File: config.mk
export PLATFORM = sky130hd
export DESIGN_NAME = cbx_ccff_loader
export DESIGN_NICKNAME = d
export VERILOG_FILES = /design/src/rtl/ccff_pkg.sv /design/src/rtl/ccff_crc16.sv /design/src/rtl/cbx_ccff_loader.sv
export SDC_FILE = /design/constraint.sdc
export NUM_CORES = 1
export LEC_CHECK = 0
export ABC_AREA = 1
export CAP_MARGIN = 0
export CORE_UTILIZATION = 61
export CTS_CLUSTER_SIZE = 8
export DETAILED_ROUTE_END_ITERATION = 8
export DONT_BUFFER_PORTS = 1
export PLACE_DENSITY_LB_ADDON = 0.1
export SYNTH_ARGS = -nofsm -noshare
export SYNTH_HDL_FRONTEND = slang
export SYNTH_SLANG_ARGS = --single-unit
File: constraint.sdc
create_clock -name prog_clk -period 3.3 [get_ports prog_clk]
set_clock_uncertainty 0.1 [all_clocks]
set_input_delay 0.66 -clock prog_clk [delete_from_list [all_inputs] [get_ports prog_clk]]
set_output_delay 0.66 -clock prog_clk [all_outputs]
set_load 0.02 [all_outputs]
File: src/rtl/ccff_pkg.sv
// Shared types and constants for the connection-block config chain loader.
// Holds the loader FSM encoding and the serial CRC-16-CCITT step used by the optional verify pass.
package ccff_pkg;

    typedef enum logic [2:0] {
        IDLE,
        LOAD,
        SHIFT,
        VERIFY,
        DONE
    } ccff_state_t;

    localparam logic [15:0] CRC16_POLY = 16'h1021;
    localparam logic [15:0] CRC16_INIT = 16'hFFFF;

    // One serial CRC-16-CCITT step, MSB-first (feedback = crc[15] ^ incoming bit).
    function automatic logic [15:0] crc16_step(input logic [15:0] crc, input logic din);
        crc16_step = {crc[14:0], 1'b0} ^ ((crc[15] ^ din) ? CRC16_POLY : 16'h0000);
    endfunction

endpackage

File: src/rtl/ccff_crc16.sv
// Serial-in CRC-16-CCITT accumulator, one bit per enabled prog_clk edge.
// Latency: crc reflects a bit on the edge after it is presented; clr wins over en.
// Backpressure: none, accumulates whenever en is high.
module ccff_crc16
    import ccff_pkg::*;
(
    input  logic        prog_clk,
    input  logic        prog_reset_n,
    input  logic        clr,
    input  logic        en,
    input  logic        din,
    output logic [15:0] crc
);

    always_ff @(posedge prog_clk or negedge prog_reset_n) begin
        if (!prog_reset_n) begin
            crc <= CRC16_INIT;
        end else if (clr) begin
            crc <= CRC16_INIT;
        end else if (en) begin
            crc <= crc16_step(crc, din);
        end
    end

endmodule

File: src/rtl/cbx_ccff_loader.sv
// Programs one cbx ccff chain from a word stream: 1 accept cycle + WORD_W shift cycles per word, then a done pulse.
// Backpressure: s_ready only in LOAD, so the host stalls during shifting; abort returns to IDLE from any state.
// Optional CBX_CCFF_VERIFY_EN adds a recirculating CRC verify pass (CHAIN_LEN extra cycles) and sticky cfg_err.
module cbx_ccff_loader
    import ccff_pkg::*;
#(
    parameter int CHAIN_LEN = 64,
    parameter int WORD_W    = 8,
    parameter int CNT_W     = $clog2(CHAIN_LEN + 1)
) (
    input  logic              prog_clk,
    input  logic              prog_reset_n,
    input  logic              start,
    input  logic              abort,
    input  logic [WORD_W-1:0] s_data,
    input  logic              s_valid,
    output logic              s_ready,
    output logic              ccff_head,
    output logic              ccff_shift_en,
    input  logic              ccff_tail,
    output logic              busy,
    output logic              done,
    output logic              cfg_err,
    output logic [CNT_W-1:0]  bit_cnt
);

    localparam int WB_W = $clog2(WORD_W + 1);

    generate
        if (CHAIN_LEN % WORD_W != 0) begin : g_len_chk
            $error("cbx_ccff_loader: CHAIN_LEN must be a multiple of WORD_W");
        end
    endgenerate

`ifdef CBX_CCFF_VERIFY_EN
    localparam ccff_state_t FULL_NXT = VERIFY;
`else
    localparam ccff_state_t FULL_NXT = DONE;
`endif

    ccff_state_t       state;
    ccff_state_t       state_nxt;
    logic [WORD_W-1:0] shreg;
    logic [WB_W-1:0]   word_bit;
    logic [CNT_W-1:0]  cnt_q;
    logic [CNT_W-1:0]  cnt_inc;
    logic              word_last;
    logic              chain_full;
    logic              verify_last;
    logic              start_ok;
    logic              shift_en_q;
    logic              s_ready_q;
    logic              busy_q;
    logic              done_q;

    assign start_ok   = (state == IDLE) && start && !abort;
    assign cnt_inc    = cnt_q + 1'b1;
    assign word_last  = (word_bit == WB_W'(WORD_W - 1));
    assign chain_full = (cnt_inc == CNT_W'(CHAIN_LEN));

    always_comb begin
        state_nxt = state;
        case (state)
            IDLE:    if (start_ok) state_nxt = LOAD;
            LOAD:    if (s_valid) state_nxt = SHIFT;
            SHIFT:   if (word_last) state_nxt = chain_full ? FULL_NXT : LOAD;
            VERIFY:  if (verify_last) state_nxt = DONE;
            DONE:    state_nxt = IDLE;
            default: state_nxt = IDLE;
        endcase
        if (abort) begin
            state_nxt = IDLE;
        end
    end

    always_ff @(posedge prog_clk or negedge prog_reset_n) begin
        if (!prog_reset_n) begin
            state <= IDLE;
        end else begin
            state <= state_nxt;
        end
    end

    // Strobes are flopped from state_nxt so shift_en and the head bit leave flops on the same edge.
    always_ff @(posedge prog_clk or negedge prog_reset_n) begin
        if (!prog_reset_n) begin
            shift_en_q <= 1'b0;
            s_ready_q  <= 1'b0;
            busy_q     <= 1'b0;
            done_q     <= 1'b0;
        end else begin
            shift_en_q <= (state_nxt == SHIFT) || (state_nxt == VERIFY);
            s_ready_q  <= (state_nxt == LOAD);
            busy_q     <= (state_nxt != IDLE);
            done_q     <= (state_nxt == DONE);
        end
    end

    always_ff @(posedge prog_clk or negedge prog_reset_n) begin
        if (!prog_reset_n) begin
            shreg    <= '0;
            word_bit <= '0;
            cnt_q    <= '0;
        end else if (abort) begin
            // bit_cnt is left as-is so software can see how far the load got.
            shreg    <= '0;
            word_bit <= '0;
        end else begin
            case (state)
                IDLE: begin
                    if (start) cnt_q <= '0;
                end
                LOAD: begin
                    if (s_valid) begin
                        shreg    <= s_data;
                        word_bit <= '0;
                    end
                end
                SHIFT: begin
                    shreg    <= {shreg[WORD_W-2:0], 1'b0};
                    word_bit <= word_bit + 1'b1;
                    if (cnt_q != CNT_W'(CHAIN_LEN)) cnt_q <= cnt_inc;
                end
                default: ;
            endcase
        end
    end

    assign s_ready       = s_ready_q;
    assign ccff_shift_en = shift_en_q;
    assign busy          = busy_q;
    assign done          = done_q;
    assign bit_cnt       = cnt_q;

`ifdef CBX_CCFF_VERIFY_EN
    logic [CNT_W-1:0] vcnt;
    logic [15:0]      crc_head;
    logic [15:0]      crc_tail;
    logic             cfg_err_q;

    assign verify_last = (vcnt == CNT_W'(CHAIN_LEN - 1));

    // Recirculating tail into head rotates the chain a full turn, leaving its contents intact.
    assign ccff_head = (state == VERIFY) ? ccff_tail : shreg[WORD_W-1];

    ccff_crc16 u_crc_head (
        .prog_clk     (prog_clk),
        .prog_reset_n (prog_reset_n),
        .clr          (start_ok),
        .en           (state == SHIFT),
        .din          (ccff_head),
        .crc          (crc_head)
    );

    ccff_crc16 u_crc_tail (
        .prog_clk     (prog_clk),
        .prog_reset_n (prog_reset_n),
        .clr          (start_ok),
        .en           (state == VERIFY),
        .din          (ccff_tail),
        .crc          (crc_tail)
    );

    always_ff @(posedge prog_clk or negedge prog_reset_n) begin
        if (!prog_reset_n) begin
            vcnt      <= '0;
            cfg_err_q <= 1'b0;
        end else if (abort) begin
            vcnt <= '0;
        end else if (start_ok) begin
            vcnt      <= '0;
            cfg_err_q <= 1'b0;
        end else if (state == VERIFY) begin
            vcnt <= vcnt + 1'b1;
            // Fold in the final tail bit so the flag is already valid during the done pulse.
            if (verify_last) cfg_err_q <= (crc_head != crc16_step(crc_tail, ccff_tail));
        end
    end

    assign cfg_err = cfg_err_q;
`else
    logic unused_tail;

    assign unused_tail = ccff_tail;
    assign verify_last = 1'b0;
    assign ccff_head   = shreg[WORD_W-1];
    assign cfg_err     = 1'b0;
`endif

endmodule

==> results.toml, run 1 <==
[logic_synthesis]
syn_inst = 163
synthTopCellsByArea = "dfrtp_1, nand2_1, inv_1"
ys_ff_latch = 26
syn-cell-area_sq_um = 1360
yosys.area.top_type = "dfrtp_1"
yosys.area.top_type_share_pct = 47.7
ys_warn_count = 0
ys_seq_area_share_pct = 47.7
netlist-cell-type-count = 31
syn_avg_cell_area_sq_um = 8.37
syn_nets = 180

[setup_path]
cp.depth = 10
crit_arrival_ns = 1.97
critPathLaunch = "bit_cnt[0]"
end_kind = "register"
path_cells = "ha_1, nand3_2, o21bai_2, nand2_1, nor2_1, nand2_1, nand2_1, nand2_1, nand2_1, nand3_1"
r2r_end = "busy"
critical-path-top-delay-family = "simple AND/OR/NAND/NOR gates"
crit_buf_inv = 0
worstReg2RegStart = "bit_cnt[0]"
path_common_cell = "nand2_1"
crit_slowest_cell = "dfrtp_1"
reg2regPathDepth = 10
slowest_delay_ns = 0.56
reg2reg_slack_ns = 1.44
crit_required_ns = 3.41
start_kind = "register"
path_max_fanout = 5
worstSetupEndpoint = "busy"
critPathKind = "reg -> reg"

[floorplan]
num_rows = 16
core_region_area_sq_um = 2020
dieArea_sq_um = 2430
pin_count = 27
fp.dieH_um = 49.3
die_w_um = 49.3
start_util_pct = 67.5

[sta]
hold_violations = 0
fin_setup_tns_ns = 0
setup_viol = 0
period_share_pct = 56.3
clock.fmax_ghz = 0.538
fin_crit_ns = 1.86
slew_violations = 0
rsz0062_at_grt = "false"

[clocking]
cts_tree = "built"
cts_root_buf = "clkbuf_4"
htree_levels = 1
clock_sinks = 26
post-cts-setup-buffers = 0
worstSkewPairLatency_ns = 0.31
path_clk_slew_ns = 0.14
cts-buffers-inserted = 3
cts_buffer_depth = 2

[power]
finalPower_w = 0.000603
combPwrFrac_pct = 13.2
switching_share_pct = 27.9
pwr-share-seq_pct = 60.5
clockPowerShare_pct = 26.2
power_leakage_nw = 0.735
powerDensity_nw_per_um2 = 420
p_switching_w = 0.000168
ir_worst_vdd_v = 0.000311
p_int_w = 0.000435

[grt]
antenna_found_initial = 0
grt_pass1_vias = 1083
grt_max_degree = 27
grt_first_pass_wirelength_mm = 4.44
grt_overflow = 0
grt_usage_pct = 23.7

[route]
vias = 1083
avgRoutedWirePerCell_um = 13.2
firstDrtPassIters = 4
drt_iter0_drc = 24
antenna_left = 0
drt_wl_total_mm = 2.55
route.detailed.drc = 0
routed_via_density = 5.61

[hold_path]
timing.hold.worst.class = "in -> async"

[layout]
multi_input_area_sq_um = 588
finalNetCount = 184
n_antenna_cell = 0
ff_latch_area_sq_um = 651
utilization_pct = 71.0
area_growth_pct = 5.23
fillers = 172
drive_gt1_share_pct = 11.4

[placement]
gp_congestion = 0.779
io_buffer_count = 0
hpwl_mm = 1.92

[run_status]
status = "finished, final reports clean"

[job]
cap_violations = 0
## cell families after synthesis
kind of cell	after synthesis	share of synthesized area (%)
compound gates	29	12.4
flops	26	47.7
xor+xnor	1	0.642
buf+inv	29	9.17
fa+ha+maj	3	2.75
other cells	1	0.275
simple gates	74	27.1
## flip-flops by register name, indices dropped and copies added (netlist names)
register and flops:
s_ready 1, ccff_shift_en 1, state 3, word_bit 4, bit_cnt 7, done 1, shreg 8, busy 1
## metrics by stage
stage	std cells	hold slack (ns)	setup slack [ns]	instance area, sq um
finish	193	0.0331	1.44	1440
global route	193	0.0263	1.27	1440
CTS	193	0.0343	1.45	1440
detailed placement	188	0.265	1.46	1380
global placement	188	0.265	1.51	1380
floorplan	163	0.264	1.68	1360
## repair_timing
action | CTS | global route
resized for setup | 0 | 0
endpoints found under the hold margin | 26 | 0
hold buffers | 1 | 0
## layer usage
metal	global-route usage [%]	up-vias	wire (um)
met5	0	-	0
met4	5.88	0	12
met3	4.05	2	101
met2	40.2	27	1280
met1	31.4	517	1150
li1	-	537	-
## cell usage in the layout, fill, tap and decap left out, types with 2 or more instances in the layout
cell      instances
inv_1            22
inv_4             2
dfrtp_1          26
clkbuf_4          3
inv_2             3
nand2_1          26
o21ai_1           7
nand4_1           3
nor2_1           19
a21oi_1          12
nand3_1          16
nand2_4           2
o211ai_1          2
ha_1              3
o21ai_0           3
## power groups by stage
| stage | sequential [W] | combinational, W | clock (W) |
|---|---|---|---|
| final | 0.000365 | 0.0000797 | 0.000158 |
| after global routing | 0.000369 | 0.0000915 | 0.000173 |
| after CTS | 0.000365 | 0.0000807 | 0.000161 |
| after detailed placement | 0.000371 | 0.0000716 | 0 |
| after floorplan | 0.000368 | 0.0000604 | 0 |
| after global placement | 0.000371 | 0.0000675 | 0 |
## Yosys cell counts (all sizes together)
library cell	n
inv	27
buf	2
nor2b	1
a32o	1
nand4	4
o22ai	1
dfrtp	26
nor4	2
o21bai	1
o21ai	10
ha	3
nand3	17
nor2	20
o211ai	2
o31ai	1
and3	1
a21oi	12
xor2	1
nand2	29
o221ai	1
conb	1
## worst min path at each step
stage                            start    endpoint  cells past startpoint
after global placement    prog_reset_n  bit_cnt[5]                      0
after floorplan           prog_reset_n  bit_cnt[0]                      0
after global routing      prog_reset_n  bit_cnt[6]                      1
final                     prog_reset_n  bit_cnt[4]                      1
after detailed placement  prog_reset_n  bit_cnt[5]                      0
after CTS                 prog_reset_n  bit_cnt[5]                      1
## cell type report
class	instances	area share, %
Clock buffer	4	2.53
Inverter	27	7.41
Multi-Input combinational cell	108	41.0
Sequential cell	26	45.3
Tap cell	27	2.35
Timing Repair Buffer	1	1.39
Power figures use the tool's default switching activity.
==> run 2: changes to the inputs <==
Clock period 3.3 ns to 1.9 ns, I/O delays scaled along.
==> run 2 against run 1 <==
Worst hold slack better by 0.040 ns. Core utilization rose by 1.6 points. Via count increased by 5.1%. Critical path depth is 6 lower. Largest power group unchanged.
==> results.toml, run 2 (synthesis gave the netlist of run 1 again) <==
[route]
drt_iter0_drc = 23
avgRoutedWirePerCell_um = 13.6
drt_wl_total_mm = 2.67
route.detailed.drc = 0
antenna_left = 0
vias = 1138
routed_via_density = 5.78
firstDrtPassIters = 5

[clocking]
worstSkewPairLatency_ns = 0.33
htree_levels = 1
cts_buffer_depth = 2
cts_root_buf = "clkbuf_4"
path_clk_slew_ns = 0.14
cts-buffers-inserted = 3
cts_tree = "built"
clock_sinks = 26
post-cts-setup-buffers = 0
ctsResizeCount = 0

[setup_path]
end_kind = "register"
start_kind = "register"
path_max_fanout = 8
crit_required_ns = 2.07
critPathKind = "reg -> reg"
reg2reg_slack_ns = 0.19
crit_arrival_ns = 1.88

[job]
cap_violations = 0

[grt]
use_met1_pct = 28.9
grt_usage_pct = 24.4
grt_busiest_layer = "met2"
grt_overflow = 0
antenna_found_initial = 0
grt_first_pass_wirelength_mm = 4.48
grtUsageMet3_pct = 3.74
grt.met2_usage_pct = 42.7
grt_pass1_vias = 1131
grt_max_degree = 27

[power]
clockPowerShare_pct = 26.8
p_int_w = 0.000761
powerDensity_nw_per_um2 = 726
combPwrFrac_pct = 14.4
p_switching_w = 0.000304
switching_share_pct = 28.6
ir_worst_vdd_v = 0.000624
pwr-share-seq_pct = 58.8
power_leakage_nw = 0.755

[layout]
largest_reg_flops = 8
area_growth_pct = 7.61
top_register = "shreg"
final_cell_mix = "nand2_1, dfrtp_1, inv_1"
drive_gt1_share_pct = 12.9
finalInstanceArea_sq_um = 1470
finalNetCount = 188
finalNonFillerCells = 197
n_antenna_cell = 0

[sta]
clock.fmax_ghz = 0.584
period_share_pct = 90.1
slew_violations = 0
setup_viol = 0
worst_slack_ns = 0.189
fin_crit_ns = 1.71
hold_violations = 0
fin_setup_tns_ns = 0
rsz0062_at_grt = "false"

[placement]
hpwl_mm = 1.96
place_inst = 191
gp_congestion = 0.820
place_area_sq_um = 1400
io_buffer_count = 0
dp_slack_ns = 0.211

[run_status]
status = "finished, final reports clean"

[floorplan]
pin_count = 27
fp.dieH_um = 49.3
num_rows = 16
start_util_pct = 67.5
core_region_area_sq_um = 2020
die_w_um = 49.3
dieArea_sq_um = 2430

[hold_path]
timing.hold.worst.class = "in -> reg"
[run 2: cell count changes in the layout (fill, tap and decap cells not counted), sizes merged]
cell and delta:
buf +3, dlygate4sd3 +1
[run 2: layout make-up]
| type | instances | area, sq um |
|---|---|---|
| clock buffer | 4 | 36.3 |
| fill | 158 | 554 |
| inverter | 27 | 106 |
| multi-input combinational | 108 | 588 |
| sequential | 26 | 651 |
| tap | 27 | 33.8 |
| timing repair buffer | 5 | 52.6 |
[run 2: stage by stage]
stage	util (%)	hold WS, ns	power [W]
after floorplan	-	-0.0156	0.000744
after global placement	69.3	-0.0151	0.000766
after global routing	72.6	0.0828	0.00111
after CTS	72.6	0.0664	0.00107
final	72.6	0.0736	0.00107
after detailed placement	69.3	-0.0151	0.000776
[run 2: critical path, cell delays in order, from the launching register on]
cell     delay (ns)
dfrtp_1        0.54
nor4_2         0.36
nand4_2        0.26
nor2b_4        0.24
o21ai_1        0.14
[run 2: path summary, 6_finish.rpt]
kind                                   start          end  cells past startpoint
worst min register to register   word_bit[0]  word_bit[0]                      1
worst max-delay path              bit_cnt[3]   bit_cnt[4]                      4
max in group asynchronous       prog_reset_n     shreg[2]                      2
worst max register to register    bit_cnt[3]   bit_cnt[4]                      4
min in group asynchronous       prog_reset_n   bit_cnt[4]                      2
worst min-delay path               s_data[5]     shreg[5]                      2
[run 2: power groups by stage]
stage	clock network, W	logic [W]	registers (W)
after floorplan	0	0.000105	0.000639
after global placement	0	0.000129	0.000637
after detailed placement	0	0.000137	0.000639
after CTS	0.000289	0.000155	0.000628
after global routing	0.000304	0.000176	0.000632
final	0.000285	0.000153	0.000627
[run 2: per-layer routing]
layer,part of all wire [%],routed length [um],vias to the layer above
li1,-,-,549
met1,42,1120,551
met2,52,1380,33
met3,4.8,128,5
met4,1.6,44,0
met5,0,0,-
[run 2: repair_timing]
item,in CTS,in global routing
endpoints found under the hold margin,26,0
hold buffers,2,0
endpoints found under the setup margin,0,0
